--- src/rtl/ctrl_pkg.sv ---
// rtl/ctrl_pkg.sv - shared types, limits and slot-length helper for the i2s timing block
package ctrl_pkg;

  // Channel slot lengths supported by the serialisers
  typedef enum logic [1:0] {
    f16bits = 2'd0,
    f24bits = 2'd1,
    f32bits = 2'd2
  } frame_t;

  // Generator run state
  typedef enum logic {
    IDLE = 1'b0,
    RUN  = 1'b1
  } state_t;

  // Smallest usable pclk-to-sclk ratio; smaller requests are raised to this
  localparam int DIV_MIN = 2;

  // Width wide enough to hold the longest slot length (32)
  localparam int SLOT_W = 6;

  // Number of bit clocks per channel slot; the unused encoding falls back to 32
  function automatic logic [SLOT_W-1:0] slot_len(input frame_t f);
    logic [SLOT_W-1:0] len;
    case (f)
      f16bits: len = SLOT_W'(16);
      f24bits: len = SLOT_W'(24);
      default: len = SLOT_W'(32);
    endcase
    return len;
  endfunction

endpackage

--- src/rtl/i2s_sclk_div.sv ---
// rtl/i2s_sclk_div.sv - integer pclk divider producing registered sclk and edge strobes
module i2s_sclk_div
  import ctrl_pkg::*;
#(
  parameter int DIV_W = 8
) (
  input  logic             pclk,
  input  logic             rst_,
  input  logic             run,
  input  logic [DIV_W-1:0] div_q,
  output logic             sclk,
  output logic             sclk_rise,
  output logic             sclk_fall,
  output logic             fall_next
);

  logic [DIV_W-1:0] div_cnt;
  logic [DIV_W-1:0] cnt_nxt;
  logic [DIV_W:0]   lo;
  logic             wrap;

  // Low phase is ceil(div/2) so odd ratios stretch the low half; wrap marks the
  // last count of the period, i.e. the next edge drops sclk
  always_comb begin
    lo        = ({1'b0, div_q} + {{DIV_W{1'b0}}, 1'b1}) >> 1;
    wrap      = (div_cnt == (div_q - DIV_W'(1)));
    cnt_nxt   = wrap ? '0 : (div_cnt + DIV_W'(1));
    fall_next = run && wrap;
  end

  // Counter and sclk are held at zero outside RUN so every run starts at count 0, sclk low
  always_ff @(posedge pclk or negedge rst_) begin
    if (!rst_) begin
      div_cnt   <= '0;
      sclk      <= 1'b0;
      sclk_rise <= 1'b0;
      sclk_fall <= 1'b0;
    end else if (!run) begin
      div_cnt   <= '0;
      sclk      <= 1'b0;
      sclk_rise <= 1'b0;
      sclk_fall <= 1'b0;
    end else begin
      div_cnt   <= cnt_nxt;
      sclk      <= ({1'b0, cnt_nxt} >= lo);
      sclk_rise <= ({1'b0, cnt_nxt} == lo);
      sclk_fall <= wrap;
    end
  end

endmodule

--- src/rtl/i2s_clkgen.sv ---
// rtl/i2s_clkgen.sv - I2S master timing generator: sclk, ws, strobes and bit index
module i2s_clkgen
  import ctrl_pkg::*;
#(
  parameter int DIV_W = 8,
  parameter int IDX_W = 5
) (
  input  logic             pclk,
  input  logic             rst_,
  input  logic             en,
  input  logic [DIV_W-1:0] div,
  input  frame_t           frame_size,
  output logic             sclk,
  output logic             ws,
  output logic             sclk_rise,
  output logic             sclk_fall,
  output logic             ws_change,
  output logic [IDX_W-1:0] bit_idx,
  output logic             busy
);

  state_t            state_q, state_d;
  logic              ws_q, ws_d;
  logic              ws_change_q, ws_change_d;
  logic [IDX_W-1:0]  bit_q, bit_d;
  logic [DIV_W-1:0]  div_q, div_d;
  logic [SLOT_W-1:0] len_q, len_d;
  logic [DIV_W-1:0]  div_clamped;
  logic              run;
  logic              fall_next;
  logic              last_bit;

  assign run = (state_q == RUN);

  // Raise ratios below the minimum so the divider never stalls
  always_comb begin
    div_clamped = (div < DIV_W'(DIV_MIN)) ? DIV_W'(DIV_MIN) : div;
    last_bit    = (bit_q == IDX_W'(len_q - SLOT_W'(1)));
  end

  i2s_sclk_div #(
    .DIV_W(DIV_W)
  ) u_sclk_div (
    .pclk      (pclk),
    .rst_      (rst_),
    .run       (run),
    .div_q     (div_q),
    .sclk      (sclk),
    .sclk_rise (sclk_rise),
    .sclk_fall (sclk_fall),
    .fall_next (fall_next)
  );

  // Next-state logic: start on en, advance bit/ws on each sclk fall, and only at the
  // right-to-left boundary either stop (en low) or take new configuration
  always_comb begin
    state_d     = state_q;
    ws_d        = ws_q;
    ws_change_d = 1'b0;
    bit_d       = bit_q;
    div_d       = div_q;
    len_d       = len_q;
    case (state_q)
      IDLE: begin
        ws_d  = 1'b1;
        bit_d = '0;
        if (en) begin
          state_d     = RUN;
          ws_d        = 1'b0;
          ws_change_d = 1'b1;
          div_d       = div_clamped;
          len_d       = slot_len(frame_size);
        end
      end
      RUN: begin
        if (fall_next) begin
          if (last_bit) begin
            bit_d = '0;
            if (!ws_q) begin
              ws_d        = 1'b1;
              ws_change_d = 1'b1;
            end else if (!en) begin
              state_d = IDLE;
              ws_d    = 1'b1;
            end else begin
              ws_d        = 1'b0;
              ws_change_d = 1'b1;
              div_d       = div_clamped;
              len_d       = slot_len(frame_size);
            end
          end else begin
            bit_d = bit_q + IDX_W'(1);
          end
        end
      end
      default: begin
        state_d = IDLE;
        ws_d    = 1'b1;
        bit_d   = '0;
      end
    endcase
  end

  // State, word-select, bit index and latched configuration registers
  always_ff @(posedge pclk or negedge rst_) begin
    if (!rst_) begin
      state_q     <= IDLE;
      ws_q        <= 1'b1;
      ws_change_q <= 1'b0;
      bit_q       <= '0;
      div_q       <= DIV_W'(DIV_MIN);
      len_q       <= slot_len(f16bits);
    end else begin
      state_q     <= state_d;
      ws_q        <= ws_d;
      ws_change_q <= ws_change_d;
      bit_q       <= bit_d;
      div_q       <= div_d;
      len_q       <= len_d;
    end
  end

  assign ws        = ws_q;
  assign ws_change = ws_change_q;
  assign bit_idx   = bit_q;
  assign busy      = run;

endmodule

--- config.mk ---
export PLATFORM = sky130hd
export DESIGN_NAME = i2s_clkgen
export DESIGN_NICKNAME = d
export VERILOG_FILES = /design/src/rtl/ctrl_pkg.sv /design/src/rtl/i2s_sclk_div.sv /design/src/rtl/i2s_clkgen.sv
export SDC_FILE = /design/constraint.sdc
export NUM_CORES = 1
export LEC_CHECK = 0
export ABC_AREA = 1
export ABC_CLOCK_PERIOD_IN_PS = 6400
export CORE_UTILIZATION = 30
export CTS_BUF_LIST = sky130_fd_sc_hd__clkbuf_16
export CTS_CLUSTER_SIZE = 30
export DETAILED_ROUTE_END_ITERATION = 6
export PLACE_DENSITY = 0.47
export SLEW_MARGIN = 20
export SYNTH_ARGS = -nofsm -noshare
export SYNTH_HDL_FRONTEND = slang
export SYNTH_HIERARCHICAL = 1
export SYNTH_SLANG_ARGS = --single-unit
--- constraint.sdc ---
create_clock -name pclk -period 6.4 [get_ports pclk]
set_clock_uncertainty 0.2 [all_clocks]
set_input_delay 1.28 -clock pclk [delete_from_list [all_inputs] [get_ports pclk]]
set_output_delay 1.28 -clock pclk [all_outputs]
set_load 0.005 [all_outputs]
-- After elaboration in Yosys (flattened, before gate mapping)
Index checks and enable logic that the tools add are counted.
- bits of input ports: 13
- output and inout bits: 11
- logic and storage cells: 62
- register bits after elaboration: 33
- multiplexer cells: 33
- equal/unequal tests: 7
- order comparisons: 2
- reductions and logical operators: 4
- add/subtract/negate cells: 5
- bitwise operators: 1
- operator list (operator ; count):
    $mux W8 ; 7
    $mux W6 ; 4
    $pmux W6 S2 ; 2
    $eq A8 B8 Y1 ; 2
    $pmux W8 S2 ; 1
    $mux W1 ; 13
    $mux W5 ; 2
    $pmux W5 S2 ; 1
    $add A8 B1 Y9 const B ; 1
    $add A8 B1 Y8 const B ; 1
    $ge A8 B8 Y1 ; 1
    $lt A8 B2 Y1 const B ; 1
    $sub A8 B1 Y8 const B ; 1
    $ne A2 B1 Y1 const B ; 3
    $pmux W1 S2 ; 3
    $add A5 B1 Y5 const B ; 1
    $eq A5 B5 Y1 ; 1
    $sub A5 B1 Y5 const B ; 1
    $reduce_and A3 Y1 ; 1
    $eq A2 B1 Y1 const B ; 1
    $logic_not A2 Y1 ; 1
    $reduce_and A2 Y1 ; 1
    $logic_and A1 B1 Y1 ; 1
    $not A1 Y1 ; 1

-- Logic depth before layout (Yosys ltp)
- word-level depth: 7
- depth in mapped cells: 18
- depth with buffers taken out: 18

-- Modules after synthesis
Netlist, hierarchy kept.
- by module, submodules not included (module ; seq. area each (µm²) ; cells each ; area an instance (µm²) ; instances):
    i2s_sclk_div ; 275.3 ; 171 ; 1107.3 ; 1
    i2s_clkgen ; 454.2 ; 108 ; 888.4 ; 1

-- Worst setup path before layout
No wires, ideal clock.
- path kind: reg2reg
- from: register div_q[1]
- to: register u_sclk_div.sclk
- data arrival time: 2.390 ns
- setup slack: 3.692 ns
- stages on the path, launching flop included: 19
- library setup time: 0.118 ns
- path buffers: 0
- data required time: 6.082 ns
- period minus slack after synthesis: 2.708 ns
- cells stage by stage: dfstp_2 -> inv_1 -> ha_1 -> nand2_1 -> inv_1 -> nor2_1 -> nand2_1 -> nor2_1 -> nand3_1 -> nor2_1 -> nand2_2 -> nand2_1 -> inv_1 -> ha_1 -> a21oi_1 -> nand2_1 -> o21bai_1 -> o211ai_1 -> a21o_1
- cells in the longest elaborated chain, start to end: 5
- elaborated cells between the ends (all ways): 6
- those cells by class: add/sub: 2; order compare: 1; eq/ne: 1; mux: 2
- ends and longest elaborated chain (what ; line ; text):
    from (decl) ; i2s_clkgen.sv:26 ; logic [DIV_W-1:0] div_q, div_d;
    from (signal assigned) ; i2s_clkgen.sv:111 ; div_q <= DIV_W'(DIV_MIN);
    from (signal assigned) ; i2s_clkgen.sv:118 ; div_q <= div_d;
    $sub A8 B1 Y8 ; i2s_sclk_div.sv:26 ; wrap = (div_cnt == (div_q - DIV_W'(1)));
    $eq A8 B8 Y1 ; i2s_sclk_div.sv:26 ;
    $mux W8 ; i2s_sclk_div.sv:27 ; cnt_nxt = wrap ? '0 : (div_cnt + DIV_W'(1));
    $ge A8 B8 Y1 (*) ; i2s_sclk_div.sv:45 ; sclk <= ({1'b0, cnt_nxt} >= lo);
    $mux W1 (*) ; i2s_sclk_div.sv:38 ; end else if (!run) begin
    to (signal assigned) ; i2s_sclk_div.sv:45 ;
    to (decl) ; i2s_sclk_div.sv:11 ; output logic sclk,
Mark *: on every way between the ends. The rest lies on a longest branch, timed or not.
A chain may end at the register's enable or synchronous reset.

-- Worst setup path in the final report
Ends and elaborated chain as after synthesis.

==> impl_metrics.py <==
metrics = {
    "logic_synthesis": {
        "leading_post_synthesis_cells_by_cell_area": "sky130_fd_sc_hd__dfrtp_1 (33%), sky130_fd_sc_hd__nand2_1 (15%), sky130_fd_sc_hd__inv_1 (7.7%)",
        "synth.yosys.warnings": 6,
        "postSynthRegisterBits": 29,
        "synth_nets": 304,
        "synth_cell_types": 26,
        "synth.cell_area_mm2": 0.00200,
        "postSynthCellCount": 279,
        "synth_largest_area_cell": "sky130_fd_sc_hd__dfrtp_1",
        "ys_async_sr_fraction": 1.00,
        "postSynth.topFlopCell": "sky130_fd_sc_hd__dfrtp_1",
        "synth_sequential_area_ratio": 0.366,
        "synth-edff-count": 0,
        "post_synthesis_average_cell_area_um2": 7.15,
        "area_share_of_the_largest_cell_type_after_synthesis": 0.326,
    },
    "grt": {
        "grt_pass1_vias": 1745,
        "grt_max_degree": 30,
        "grt-ovfl-total": 0,
        "grtUsageTotal": 0.148,
        "grt_util_met2": 0.237,
        "grtUsageMet3": 0.0336,
        "met1_usage": 0.199,
        "number_of_antenna_violations_at_the_first_check_in_global_routing": 0,
        "grt_pass1_wl_mm": 8.26,
        "gr-max-usage-layer": "met2",
    },
    "cells_and_area": {
        "post_layout_nonfiller_instances": 383,
        "fin_area_mm2": 0.00245,
        "n_antenna_cell": 0,
        "most_common_library_cell_in_the_layout_ignoring_fill_and_taps": "sky130_fd_sc_hd__nand2_1",
        "area_growth_pct": 23.0,
        "final_layout_size_suffix_gt1_frac": 0.0621,
        "finalNetCount": 330,
        "mostFrequentLayoutCells": "sky130_fd_sc_hd__nand2_1 (81), sky130_fd_sc_hd__inv_1 (42), sky130_fd_sc_hd__nor2_1 (37), sky130_fd_sc_hd__dfrtp_1 (26), sky130_fd_sc_hd__clkdlybuf4s50_1 (23)",
    },
    "die": {
        "design.core.area_mm2": 0.00639,
        "num_io_pins": 24,
        "die_h_um": 83.6,
        "num_rows": 29,
        "die_w_um": 83.6,
        "initial_utilization": 0.312,
        "die_area_mm2": 0.00698,
    },
    "placed_design": {
        "numPortBuffers": 23,
        "post-dp-hpwl_mm": 3.36,
        "placed_insts": 375,
        "placedInstanceArea_mm2": 0.00229,
        "place_congestion": 0.749,
    },
    "power": {
        "power.sequential.fraction": 0.401,
        "power.ir.vdd_worst_v": 0.000142,
        "p_leak_uw": 0.00130,
        "powerDensity_mw_per_mm2": 186,
        "combPwrFrac": 0.033,
        "power_uw": 458,
        "switching_power_uw": 86.0,
        "power.share.switching": 0.188,
        "share_clk_of_total_power": 0.566,
        "internal_power_uw": 372,
    },
    "drt": {
        "drt_wl_total_mm": 4.46,
        "dr_total_vias": 1719,
        "ant_nets": 0,
        "remaining_drc_errors": 0,
        "drt_pass1_iterations": 4,
        "route.detailed.vias_per_inst": 4.49,
        "detail_route.wl_per_cell_um": 11.6,
        "drt_iter0_drc": 89,
    },
    "sta": {
        "timing.max_slew.rel_slack": 0.428,
        "finalSetupViolations": 0,
        "max_slew.worst_pin.slew_ps": 857,
        "finalHoldViolations": 0,
        "fmax_mhz": 320,
        "grt_setup_unrepaired": "false",
        "finalHoldWorstSlack_ps": 276,
        "fin_crit_ps": 3120,
        "totalNegativeSetupSlack_ps": 0,
        "final_min_period_over_clock_period": 0.488,
        "drv_slew": 0,
    },
    "critical_path": {
        "cell_breakdown_of_the_critical_path": "inv_1, ha_1, nand2_1, inv_1, nor2_1, nand2_1, nor2_1, nand3_1, nor2_1, nand2_2, nand2_1, inv_1, ha_1, nand3_1, nor4_1, a21o_1",
        "worstSetupStartpointType": "flip-flop",
        "critical_path.endpoint_type": "flip-flop",
        "cp_data_arrival_time_ps": 3130,
        "reg2reg_depth": 16,
        "slowest_delay_ps": 560,
        "worst_ep_required_time_ps": 6410,
        "cpMaxStageDelayCell": "sky130_fd_sc_hd__dfstp_2",
        "criticalPathCategory": "reg -> reg",
        "crit_fanout": 9,
    },
    "clock_tree": {
        "numClockSinks": 29,
        "cts.hold.buffers_added": 0,
        "postCtsResizedCells": 0,
        "cts_setup_buffers": 0,
        "clock_tree_from_tritoncts": "yes",
        "clock_latency_ps": 270,
        "clock_buffer_depth": 2,
        "max_h_tree_level": 2,
        "cts_made_buffers": 5,
        "clk_root_buffer_cell": "sky130_fd_sc_hd__clkbuf_16",
        "cts.clk_slew.worst_paths_ps": 50,
    },
    "hold_path": {
        "worst_hold_path_type": "reg -> reg",
        "worst_hold_path.num_cells": 2,
    },
    "status": {
        "status": "completed",
    },
    "run": {
        "max_cap_viols": 0,
    },
}
[worst max-delay path: cells and delay by family, from the launching register on]
| family | cells | cell delay (ps) |
|---|---|---|
| buf+inv | 3 | 150 |
| compound gates | 1 | 140 |
| fa+ha+maj | 2 | 620 |
| simple gates | 10 | 1370 |
| flops | 1 | 560 |
[registers in the layout, indices dropped and copies added (netlist names), 2 cells and up]
register / cells
bit_idx: 5
u_sclk_div/div_cnt: 8
len_q: 2
div_q: 8
[cells in the mapped netlist, types with 4 or more instances]
library cell,instances
sky130_fd_sc_hd__xnor2_1,4
sky130_fd_sc_hd__nor2_1,37
sky130_fd_sc_hd__ha_1,12
sky130_fd_sc_hd__a21oi_1,6
sky130_fd_sc_hd__xor2_1,12
sky130_fd_sc_hd__dfrtp_1,26
sky130_fd_sc_hd__o21ai_0,5
sky130_fd_sc_hd__nand3_1,17
sky130_fd_sc_hd__nand2_1,81
sky130_fd_sc_hd__inv_1,41
sky130_fd_sc_hd__nand4_1,13
[worst paths after layout]
| kind | from | to | slack (ps) |
|---|---|---|---|
| max in group asynchronous | rst_ | len_q[4] | 4480 |
| min in group asynchronous | rst_ | div_q[2] | 1200 |
| hold reg to reg | len_q[4] | len_q[4] | 280 |
| setup reg to reg | div_q[1] | u_sclk_div/sclk | 3280 |
| setup / recovery | div_q[1] | u_sclk_div/sclk | 3280 |
| hold / removal | len_q[4] | len_q[4] | 280 |
[metal layers]
layer / vias up / wire (um) / share of wire
met3: 6 / 162 / 0.036
met1: 765 / 2270 / 0.51
li1: 926 / - / -
met5: - / 0 / 0
met2: 22 / 1970 / 0.44
met4: 0 / 52 / 0.012
[through the flow]
step	utilization	setup slack, ps
global route	0.384	2950
global placement	0.359	3160
floorplan	-	3690
CTS	0.384	3230
finish	0.384	3280
detailed placement	0.359	3120
[power by group through the flow]
stage               logic, uW  registers, uW  clock network [uW]
floorplan                2.95            187                   0
global placement         15.6            187                   0
CTS                      15.6            184                 265
detailed placement       15.7            187                   0
global route             17.5            184                 272
finish                   15.0            184                 259
[area by class of cell]
class | count | area, um^2
timing repair buffer | 24 | 238
sequential | 29 | 729
tap | 77 | 96.3
clock inverter | 3 | 37.5
clock buffer | 5 | 125
inverter | 43 | 161
multi-input combinational | 202 | 1070
fill | 695 | 3930
[cell families (layout without fill, tap and decap cells)]
family	Yosys count	in the layout	share of synthesized area
buffers and inverters	48	75	0.0997
XOR/XNOR	16	16	0.0702
AND/OR/NAND/NOR	158	158	0.343
flip-flops	29	29	0.366
AO/OA/AOI/OAI	16	16	0.0464
adder cells (fa/ha/maj)	12	12	0.0752
No activity file was read; power rests on OpenSTA's default activity.
